==> config.mk <==
export PLATFORM = sky130hd
export DESIGN_NAME = reorder_buffer
export DESIGN_NICKNAME = d
export VERILOG_FILES = /design/src/rtl/rob_pkg.sv /design/src/rtl/rob_ptr.sv /design/src/rtl/reorder_buffer.sv
export SDC_FILE = /design/constraint.sdc
export NUM_CORES = 1
export LEC_CHECK = 0
export ABC_AREA = 1
export BUFFER_PORTS_ARGS = -buffer_cell sky130_fd_sc_hd__clkbuf_2
export CELL_PAD_IN_SITES_DETAIL_PLACEMENT = 0
export CELL_PAD_IN_SITES_GLOBAL_PLACEMENT = 1
export CORE_ASPECT_RATIO = 0.8
export CORE_MARGIN = 5
export CORE_UTILIZATION = 30
export DETAILED_ROUTE_END_ITERATION = 8
export PLACE_DENSITY = 0.65
export SLEW_MARGIN = 25
export SYNTH_ARGS = -nofsm -noshare
export SYNTH_HDL_FRONTEND = slang
export SYNTH_SLANG_ARGS = --single-unit
==> constraint.sdc <==
create_clock -name clk -period 2.55 [get_ports clk]
set_clock_uncertainty 0.05 [all_clocks]
set_input_delay 0.1275 -clock clk [delete_from_list [all_inputs] [get_ports clk]]
set_output_delay 0.1275 -clock clk [all_outputs]
set_load 0.03 [all_outputs]
==> src/rtl/rob_pkg.sv <==
// Shared types and default sizing for the reorder buffer.
// Default widths: 16 entries, 64 physical registers, 32 logical registers.
package rob_pkg;

   localparam int unsigned DEF_ROB_DEPTH = 16;
   localparam int unsigned DEF_PHY_W     = 6;
   localparam int unsigned DEF_LOG_W     = 5;
   localparam int unsigned DEF_TAG_W     = $clog2(DEF_ROB_DEPTH);

   typedef logic [DEF_TAG_W-1:0] rob_tag_t;

   typedef struct packed {
      logic                 valid;
      logic                 done;
      logic                 uses_rw;
      logic [DEF_LOG_W-1:0] log;
      logic [DEF_PHY_W-1:0] phy;
      logic [DEF_PHY_W-1:0] old_phy;
   } rob_entry_t;

endpackage

==> src/rtl/rob_ptr.sv <==
// Wrapping pointer register used for the reorder buffer head and tail.
// Advances by one when i_inc is high and wraps from DEPTH-1 back to 0.
module rob_ptr
   import rob_pkg::*;
#(
   parameter int unsigned DEPTH = DEF_ROB_DEPTH,
   parameter int unsigned W     = $clog2(DEPTH)
) (
   input  logic         clk,
   input  logic         rst_n,
   input  logic         i_inc,
   output logic [W-1:0] o_ptr
);

   localparam logic [W-1:0] LP_LAST = W'(DEPTH - 1);

   logic [W-1:0] r_ptr;

   // Pointer state: increment with explicit wrap at the last entry.
   always_ff @(posedge clk or negedge rst_n) begin
      if (!rst_n) begin
         r_ptr <= '0;
      end else if (i_inc) begin
         r_ptr <= (r_ptr == LP_LAST) ? '0 : r_ptr + 1'b1;
      end
   end

   assign o_ptr = r_ptr;

endmodule

==> src/rtl/reorder_buffer.sv <==
// In-order retirement buffer between rename and commit.
// Allocates one entry per cycle at the tail, marks entries done on writeback
// (any order), and retires at most one done entry per cycle from the head.
// Optional feature macro ROB_FREE_RELEASE_EN adds the rob_free_valid /
// rob_free_phy ports and the per-entry old_phy storage that feeds them.
module reorder_buffer
   import rob_pkg::*;
#(
   parameter int unsigned ROB_DEPTH = DEF_ROB_DEPTH,
   parameter int unsigned PHY_W     = DEF_PHY_W,
   parameter int unsigned LOG_W     = DEF_LOG_W,
   parameter int unsigned TAG_W     = $clog2(ROB_DEPTH)
) (
   input  logic             clk,
   input  logic             rst_n,
   input  logic             alloc_valid,
   output logic             alloc_ready,
   input  logic             alloc_uses_rw,
   input  logic [LOG_W-1:0] alloc_rw_log,
   input  logic [PHY_W-1:0] alloc_rw_phy,
   input  logic [PHY_W-1:0] alloc_old_phy,
   output logic [TAG_W-1:0] alloc_tag,
   input  logic             wb_valid,
   input  logic [TAG_W-1:0] wb_tag,
   output logic             retire,
   output logic             rob_commit_valid,
   output logic [PHY_W-1:0] rob_commit_reg,
   output logic [LOG_W-1:0] rob_commit_log,
   output logic [TAG_W:0]   rob_count
`ifdef ROB_FREE_RELEASE_EN
   ,
   output logic             rob_free_valid,
   output logic [PHY_W-1:0] rob_free_phy
`endif
);

   localparam logic [TAG_W:0] LP_FULL = (TAG_W + 1)'(ROB_DEPTH);

   logic [TAG_W-1:0]     w_head;
   logic [TAG_W-1:0]     w_tail;
   logic                 w_fire;
   logic                 w_retire;
   logic [TAG_W:0]       r_count;
   logic [ROB_DEPTH-1:0] r_valid;
   logic [ROB_DEPTH-1:0] r_done;
   logic [ROB_DEPTH-1:0] r_uses_rw;
   logic [LOG_W-1:0]     r_log [ROB_DEPTH];
   logic [PHY_W-1:0]     r_phy [ROB_DEPTH];
`ifdef ROB_FREE_RELEASE_EN
   logic [PHY_W-1:0]     r_old_phy [ROB_DEPTH];
`else
   logic                 w_unused_old_phy;
   assign w_unused_old_phy = ^alloc_old_phy;
`endif

   // Full is judged on count alone; no look-ahead to a same-cycle retire.
   assign alloc_ready = (r_count != LP_FULL);
   assign w_fire      = alloc_valid & alloc_ready;
   assign w_retire    = r_valid[w_head] & r_done[w_head];

   rob_ptr #(
      .DEPTH (ROB_DEPTH),
      .W     (TAG_W)
   ) u_head (
      .clk   (clk),
      .rst_n (rst_n),
      .i_inc (w_retire),
      .o_ptr (w_head)
   );

   rob_ptr #(
      .DEPTH (ROB_DEPTH),
      .W     (TAG_W)
   ) u_tail (
      .clk   (clk),
      .rst_n (rst_n),
      .i_inc (w_fire),
      .o_ptr (w_tail)
   );

   // Occupancy: unchanged when an allocate and a retire coincide.
   always_ff @(posedge clk or negedge rst_n) begin
      if (!rst_n) begin
         r_count <= '0;
      end else if (w_fire && !w_retire) begin
         r_count <= r_count + 1'b1;
      end else if (!w_fire && w_retire) begin
         r_count <= r_count - 1'b1;
      end
   end

   // Entry state: writeback, then retire clear, then allocate (last write wins).
   always_ff @(posedge clk or negedge rst_n) begin
      if (!rst_n) begin
         r_valid   <= '0;
         r_done    <= '0;
         r_uses_rw <= '0;
         for (int i = 0; i < int'(ROB_DEPTH); i++) begin
            r_log[i] <= '0;
            r_phy[i] <= '0;
`ifdef ROB_FREE_RELEASE_EN
            r_old_phy[i] <= '0;
`endif
         end
      end else begin
         // Writebacks to empty slots are dropped; repeats just re-set done.
         if (wb_valid && r_valid[wb_tag]) begin
            r_done[wb_tag] <= 1'b1;
         end
         if (w_retire) begin
            r_valid[w_head] <= 1'b0;
            r_done[w_head]  <= 1'b0;
         end
         if (w_fire) begin
            r_valid[w_tail]   <= 1'b1;
            r_done[w_tail]    <= 1'b0;
            r_uses_rw[w_tail] <= alloc_uses_rw;
            r_log[w_tail]     <= alloc_rw_log;
            r_phy[w_tail]     <= alloc_rw_phy;
`ifdef ROB_FREE_RELEASE_EN
            r_old_phy[w_tail] <= alloc_old_phy;
`endif
         end
      end
   end

   assign alloc_tag        = w_tail;
   assign retire           = w_retire;
   assign rob_commit_valid = w_retire & r_uses_rw[w_head];
   assign rob_commit_reg   = r_phy[w_head];
   assign rob_commit_log   = r_log[w_head];
   assign rob_count        = r_count;
`ifdef ROB_FREE_RELEASE_EN
   assign rob_free_valid   = rob_commit_valid;
   assign rob_free_phy     = r_old_phy[w_head];
`endif

endmodule

* Yosys cells after proc, flatten, opt, wreduce, memory -nomap -nowiden
Index checks and enable logic that the tools add are counted.
Word-level totals: output and inout port bits 23, bits in registers 237, input port bits 26, word-level logic and storage cells 112
Cells by class: add/subtract/negate cells 4, magnitude comparators 9, reductions and logical operators 10, equal/unequal tests 3, muxes and demuxes 36, bitwise gates (word level) 12
Operators with widths (number):
- 96-bit bitwise mux | 1
- 80-bit bitwise mux | 1
- 16-bit 2-to-1 mux | 5
- 16-bit AND | 3
- 16-bit NOT | 2
- 16-bit bitwise OR | 2
- 5-bit 2-to-1 mux | 5
- 6-bit binary-select mux with 4-bit select | 1
- 6-bit demux with 4-bit select | 1
- 5-bit binary-select mux with 4-bit select | 1
- 5-bit demux with 4-bit select | 1
- 6-bit 2-to-1 mux | 3
- 1-bit binary-select mux with 4-bit select | 4
- 16-bit bitwise mux | 1
- 4-bit by 5-bit less-than comparator with 1-bit output, second input constant | 3
- 1-bit demux with 4-bit select | 3
- 4-bit by 1-bit >= comparator with 1-bit output, second input constant | 3
- 5-bit >= comparator, second input constant | 2
- 4-bit NOT with 5-bit output | 2
- 4-bit by 1-bit adder with 4-bit output, second input constant | 2
- 4-bit == test, second input constant | 2
- 4-bit 2-to-1 mux | 2
- 1-bit logical AND | 7
- 1-bit 2-to-1 mux | 7
- other kinds (7) | 10

* Depth between registers and ports, before layout
Gate-level depths: netlist of the first run.
depth in word-level cells 10, gate-level depth with buffers 19, depth with buffers taken out 18

* By module
A second synthesis of the first run with hierarchy kept.
Unflattened totals: cell total of the unflattened synthesis 1368, area total of the unflattened synthesis 11175.7 sq um
By module, submodules not included:
- reorder_buffer | area each 10790.3 sq um, cells each 1322, sequential area each 5730.5 sq um, times used 1
- rob_ptr | area each 192.7 sq um, cells each 23, sequential area each 100.1 sq um, times used 2

* Worst setup path after synthesis of the first run
Ideal clock, no wire load.
path type register to register, from register r_count[0], in the netlist rob_count[0], to register r_count[4], in the netlist rob_count[4], path slack -208 ps, period minus slack after synthesis 2758 ps, library setup time 137 ps, data arrival time 2571 ps, stages on the path, launching flop included 15, path through dfrtp_1 > nor3_2 > nand3_2 > nand2_4 > inv_4 > buf_6 > ha_1 > inv_1 > ha_1 > a21o_1 > a21oi_1 > nand2_1 > nand2_1 > nor2_1 > xor2_1
Between the ends: word-level cells in the longest chain between the ends 5, elaborated cells between the ends (all ways) 10, classes of those cells add/sub (2); eq/ne (1); mux (2); bitwise (1); reduce/logical (4)
RTL lines:
- start, declared | RTL line reorder_buffer.sv:43 | logic [TAG_W:0] r_count;
- start signal, assigned | RTL line reorder_buffer.sv:86 | r_count <= r_count + 1'b1;
- start signal, assigned | RTL line reorder_buffer.sv:88 | r_count <= r_count - 1'b1;
- 5-bit inequality test * | RTL line reorder_buffer.sv:57 | assign alloc_ready = (r_count != LP_FULL);
- via alloc_ready | RTL line reorder_buffer.sv:17 | output logic alloc_ready,
- 1-bit AND * | RTL line reorder_buffer.sv:58 | assign w_fire = alloc_valid & alloc_ready;
- 1-bit logical NOT | RTL line reorder_buffer.sv:87 | end else if (!w_fire && w_retire) begin
- 1-bit logical AND | RTL line reorder_buffer.sv:87
- 2-bit nonzero test (no line)
The timed path passes the listed nets; every way through them passes the cells marked *. The select of a mux whose other input is x is not followed. A chain may end at the register's enable or synchronous reset.

* Worst setup path after layout of the first run
from register u_head.r_ptr[0], in the netlist u_head.o_ptr[0], to output port rob_commit_reg[0]
Between the ends: word-level cells in the longest chain between the ends 4
RTL lines:
- start, declared | RTL line rob_ptr.sv:17 | logic [W-1:0] r_ptr;
- start signal, assigned | RTL line rob_ptr.sv:24 | r_ptr <= (r_ptr == LP_LAST) ? '0 : r_ptr + 1'b1;
- 4-bit NOT with 5-bit output (not written as such) | RTL line reorder_buffer.sv:130 | assign rob_commit_reg = r_phy[w_head];
- 6-bit binary-select mux with 4-bit select | RTL line reorder_buffer.sv:130
- 6-bit 2-to-1 mux (not written as such) (2 in a row) | RTL line reorder_buffer.sv:130
- end, declared | RTL line reorder_buffer.sv:27 | output logic [PHY_W-1:0] rob_commit_reg,
Every way passes these cells. The select of a mux whose other input is x is not followed.

==> impl_metrics.ini, run 1 <==
[outcome]
outcome = finished with violations
violations = negative setup slack

[worst_setup_path]
r2r-end = rob_count[4]
critPathBufInv = 3
path_max_fanout = 51
slowest_stage = dfrtp_4
arrival_ns = 2.39
r2r.worst_path.cells = 18
worstPathCellList = inv_6 > buf_16 > nor2_1 > o22ai_1 > nand2_1 > nand4_1 > clkbuf_8
crit_path_start_kind = register
reg2reg_from = u_head.o_ptr[0]
required_ns = 2.37
end_kind = output port
path_class = reg2out
max_stage_delay_ns = 0.58
path_delay_family = buffers and inverters
r2r_setup_slack_ns = -0.01

[layout]
num-fill-cells = 3905
drive_gt1_frac = 0.1407
syn_to_final_growth_pct = 19.06
nets = 1512
diodes = 0
fin_util = 0.3609

[sta]
hold_slack_ns = 0.01917
period_share = 1.006
hold_violations = 0
period_needed_ns = 2.566
timing.final.ws_setup_ns = -0.01579
tightest_slew_ns = 0.7335
rsz0062_at_grt = yes
slew_violations = 0
finalSetupViolCount = 2
max_freq_mhz = 389.7
slew_headroom = 0.5104

[placement]
place_hpwl_um = 22080
port_buffers = 42
globalplace.congestion = 0.8264

[power]
p_per_area_nw_per_um2 = 1451
max-vdd-ir-drop_v = 0.0005988
leakagePower_nw = 6.710

[global_route]
grt_first_pass_wirelength_um = 57370
grt_max_degree = 69
grt_usage = 0.1698
antenna_found_initial = 0
grt_pass1_vias = 9372
grt_overflow = 0

[synth]
syn_inst = 1438
yosys.area.top_type = dfrtp_1
ys_seq_elements = 237
yosysSeqAreaShare = 0.5123
synthTopCellsByArea = dfrtp_1 51%, nand2_1 14%, o21ai_0 11%
synth_enable_flop_cells = 0
synth_top_area_frac = 0.5123
yosys_warnings = 0
syn_nets = 1477
syn_area_per_cell_um2 = 8.051
async_flop_share = 1.000
synth_cell_types = 35
yosys-top-cells-count = 441 x nand2_1, 266 x o21ai_0, 237 x dfrtp_1
syn_area_um2 = 11580
synth.most_common_cell = nand2_1
postSynth.topFlopCell = dfrtp_1

[hold_path]
hold_depth = 3
hold_class = in2reg
hp-start = alloc_rw_phy[1]
whs_endpoint = r_phy[37]

[die]
initial_core_util = 0.3031
ios = 49
core_area_um2 = 38200
dieHeight_um = 185.7
die_x_um = 229.6
die_area_um2 = 42640
rows = 64

[clock_network]
cts_root_buf = clkbuf_16
cts_tree = yes
clk_path_buf_depth = 3
clkSlewWorstSetupHoldPaths_ns = 0.06
clk_latency_ns = 0.55
clock-sinks = 237
cts-buffers-inserted = 28
cts.htree.levels = 1

[drt]
drc = 0
drt_first_pass_iters = 5
drt_wl_total_um = 36800
ant_nets = 0
vias = 9861
drt-initial-drc-count = 843
via_per_inst = 4.960
post_drt_wl_per_cell_um = 18.51

[flow_run]
cap_violations = 0
-- per-stage QoR --
stage	instances	worst slack, ns	setup TNS [ns]	instance area [µm²]	power [mW]
after floorplan	1438	0.002391	0	11610	12.35
after global placement	1926	-0.09496	-0.1101	12440	14.93
after detailed placement	1926	-0.1306	-0.1983	12440	15.03
after CTS	1982	-0.01635	-0.01635	13670	19.87
after global routing	1988	-0.1561	-0.4258	13780	21.57
final	1988	-0.01579	-0.02612	13780	20.00
-- state kept, by name (all words and copies together), names as in the netlist --
signal / cells
r_phy: 96
rob_count: 5
r_done: 16
u_head.o_ptr: 4
u_tail.o_ptr: 4
r_uses_rw: 16
r_valid: 16
r_log: 80
-- final cells by class --
| class | instances | area [µm²] | area share |
|---|---|---|---|
| flip-flops and latches | 237 | 5939 | 0.4309 |
| multi-input cells | 1032 | 4997 | 0.3625 |
| repair buffers | 98 | 934.6 | 0.06780 |
| clock buffers | 41 | 849.6 | 0.06163 |
| well taps | 495 | 619.3 | 0.04493 |
| inverters | 75 | 301.5 | 0.02188 |
| clock inverters | 9 | 133.9 | 0.009712 |
| repair inverters | 1 | 8.758 | 0.0006354 |
-- layer usage --
layer	vias to the layer above	global-route usage	share of wire
met5	-	0	0
li1	4813	-	-
met2	272	0.2668	0.44
met3	57	0.02715	0.054
met1	4719	0.2486	0.48
met4	0	0.03799	0.021
-- logic make-up after synthesis --
family          Yosys count  synth area share
simple gates            644            0.2379
compound gates          370            0.1678
flops                   237            0.5123
buf+inv                 169           0.06355
fa+ha+maj                13           0.01470
xor+xnor                  5          0.003783
-- report_power, final --
| part | internal, mW | switching, mW | total [mW] |
|---|---|---|---|
| logic | 3.36 | 5.84 | 9.20 |
| registers | 5.50 | 1.09 | 6.58 |
| clock network | 2.60 | 1.62 | 4.22 |
| total | 11.5 | 8.55 | 20.0 |
-- what timing repair did --
action	in CTS	in global routing
cloned	2	3
pin swaps	1	10
buffers inserted	2	5
gates resized for setup	36	28
hold endpoints to repair	73	0
hold buffers	2	0
endpoints found under the setup margin	15	15
-- placed cells by master, fill, tap and decap left out, types with 4 or more instances in the layout --
cell type and n:
nand2_1 434, inv_2 8, clkbuf_2 34, nand4_2 8
clkbuf_16 29, o21ai_0 259, o22ai_1 44, nand3_2 16
clkbuf_8 12, buf_12 12, dfrtp_1 232, nand3_1 39
buf_6 5, dfrtp_2 4, ha_1 9, buf_4 36
clkinv_2 4, nor2_1 116, nand4_1 12, o21ai_1 32
inv_1 63, a21oi_1 24, nand2_2 7
-- worst max path at each step --
stage,from,to,slack [ns],cells past startpoint
3_3_place_gp,u_head.o_ptr[0],rob_count[4],-0.09,18
6_report,u_head.o_ptr[0],rob_commit_reg[0],-0.02,7
3_5_place_dp,u_head.o_ptr[0],rob_count[4],-0.13,18
2_1_floorplan,rob_count[3],rob_count[4],0.002,14
4_1_cts,u_head.o_ptr[0],rob_commit_reg[0],-0.02,7
5_1_grt,u_head.o_ptr[0],rob_count[4],-0.16,18
-- tightest hold or removal path, cell delays in order --
cell and delay, ns:
clkbuf_2 0.07, inv_1 0.19, o21ai_1 0.19
(Power assumes the default switching activity.)
==> run 2: changes to the inputs <==
Settings changed: CORE_UTILIZATION 30 to 47, PLACE_DENSITY 0.65 to 0.88.
Clock period 2.55 ns to 2.8 ns, I/O delays scaled along.
==> impl_metrics.ini, run 2 (synthesized netlist as in run 1, its figures left out) <==
[clock_network]
clkSlewWorstSetupHoldPaths_ns = 0.06
cts-buffers-inserted = 25
clock-sinks = 237
cts_root_buf = clkbuf_16
clk_path_buf_depth = 3
clk_latency_ns = 0.54
cts.htree.levels = 1
cts_tree = yes

[worst_setup_path]
arrival_ns = 2.49
cp.depth = 8
worstPathCellList = clkinv_8 > buf_16 > nand2_1 > a22o_1 > nand2_1 > nand4_1 > nor2_1 > buf_2
cp-startpoint = u_head.o_ptr[0]
r2r-end = rob_count[4]
path_class = reg2out
slowest_stage = dfrtp_4
reg2reg_from = u_head.o_ptr[0]
path_delay_family = buffers and inverters
crit_end = rob_commit_valid
r2r_setup_slack_ns = 0.19
path_common_cell = nand2_1
path_max_fanout = 95
max_stage_delay_ns = 0.53
end_kind = output port
required_ns = 2.61
r2r.worst_path.cells = 18
critPathBufInv = 3
crit_path_start_kind = register

[drt]
drt_wl_total_um = 34250
drt-initial-drc-count = 1211
drc = 0
drt_first_pass_iters = 6
ant_nets = 0
post_drt_wl_per_cell_um = 19.22
via_per_inst = 5.647
vias = 10060

[layout]
diodes = 0
reg.largest.list = r_phy x96, r_log x80
largest_reg_flops = 96
final_cell_mix = 440 x nand2_1, 266 x o21ai_0, 235 x dfrtp_1, 116 x nor2_1, 63 x inv_1
nets = 1487
mostFrequentLayoutCell = nand2_1
fin_util = 0.5331
regMostFlops = r_phy
syn_to_final_growth_pct = 11.95
drive_gt1_frac = 0.1134

[hold_path]
hold_class = in2reg

[sta]
period_share = 0.9569
tightest_slew_ns = 0.9972
max_freq_mhz = 373.2
slew_violations = 0
rsz0062_at_grt = yes
hold_slack_ns = 0.02865
finalSetupViolCount = 0
hold_violations = 0
period_needed_ns = 2.679
slew_headroom = 0.3336

[power]
max-vdd-ir-drop_v = 0.0007563
p_per_area_nw_per_um2 = 1312
total_power_mw = 17.00
leakagePower_nw = 6.434

[placement]
port_buffers = 42
place_hpwl_um = 19740
globalplace.congestion = 0.8956

[die]
die_x_um = 185.5
core_area_um2 = 24310
initial_core_util = 0.4762
rows = 51
ios = 49
die_area_um2 = 27890
dieHeight_um = 150.4

[global_route]
grt_first_pass_wirelength_um = 53190
grt_usage = 0.2433
grt_pass1_vias = 9245
grt_overflow = 0
antenna_found_initial = 0
grt_max_degree = 99

[outcome]
outcome = finished clean

[flow_run]
cap_violations = 0
==> run 2: timing repair <==
action / 4_1_cts / 5_1_grt
gates cloned: 0 / 1
gates resized for setup: 10 / 15
endpoints found under the setup margin: 12 / 6
hold buffers: 2 / 0
buffers inserted: 0 / 3
endpoints found under the hold margin: 92 / 0
==> run 2: layout make-up <==
type / instances / area [µm²]
clock inverters: 5 / 65.06
inverters: 75 / 296.5
flip-flops and latches: 237 / 5936
multi-input cells: 1032 / 4937
fillers: 2334 / 11350
repair buffers: 77 / 594.3
well taps: 318 / 397.9
clock buffers: 38 / 734.5
==> run 2: worst reg2reg max path, delay by kind of cell, from the launching register on <==
kind	cells	cell delay [ns]
compound gates	2	0.31
xor+xnor	1	0.13
fa+ha+maj	2	0.55
buf+inv	3	0.25
flops	1	0.53
simple gates	10	0.67
==> run 2: how the worst min path moves through the flow <==
| stage | from | end | slack, ns | cells after the start |
|---|---|---|---|---|
| floorplan | rst_n | r_done[0] | -0.21 | 0 |
| global placement | rst_n | r_log[4] | 0.17 | 1 |
| detailed placement | rst_n | r_log[19] | 0.19 | 1 |
| CTS | alloc_rw_log[2] | r_log[22] | 0.02 | 3 |
| global route | alloc_rw_log[2] | r_log[22] | 0.05 | 3 |
| finish | alloc_rw_log[2] | r_log[22] | 0.03 | 3 |
==> run 2: through the flow <==
step	worst slack, ns	cell area (µm²)	TNS, ns	cells
2_1_floorplan	0.04202	11580	0	1438
3_3_place_gp	0.09823	11990	0	1733
3_5_place_dp	0.01504	11990	0	1733
4_1_cts	0.01381	12860	0	1778
5_1_grt	-0.03623	12960	-0.04892	1782
6_report	0.1208	12960	0	1782
==> run 2: power by group <==
| group | leakage [nW] | internal, mW | switching (mW) |
|---|---|---|---|
| Clock | 0.395 | 1.90 | 1.40 |
| Combinational | 3.10 | 2.63 | 5.13 |
| Sequential | 2.93 | 5.00 | 0.946 |
==> run 2: per-layer routing <==
metal / share of wire / vias up / GRT usage / routed length [µm]
li1: - / 4754 / - / -
met1: 0.47 / 4888 / 0.3773 / 16120
met2: 0.43 / 366 / 0.3641 / 14820
met3: 0.075 / 55 / 0.03647 / 2581
met4: 0.021 / 0 / 0.05026 / 729
met5: 0 / - / 0 / 0
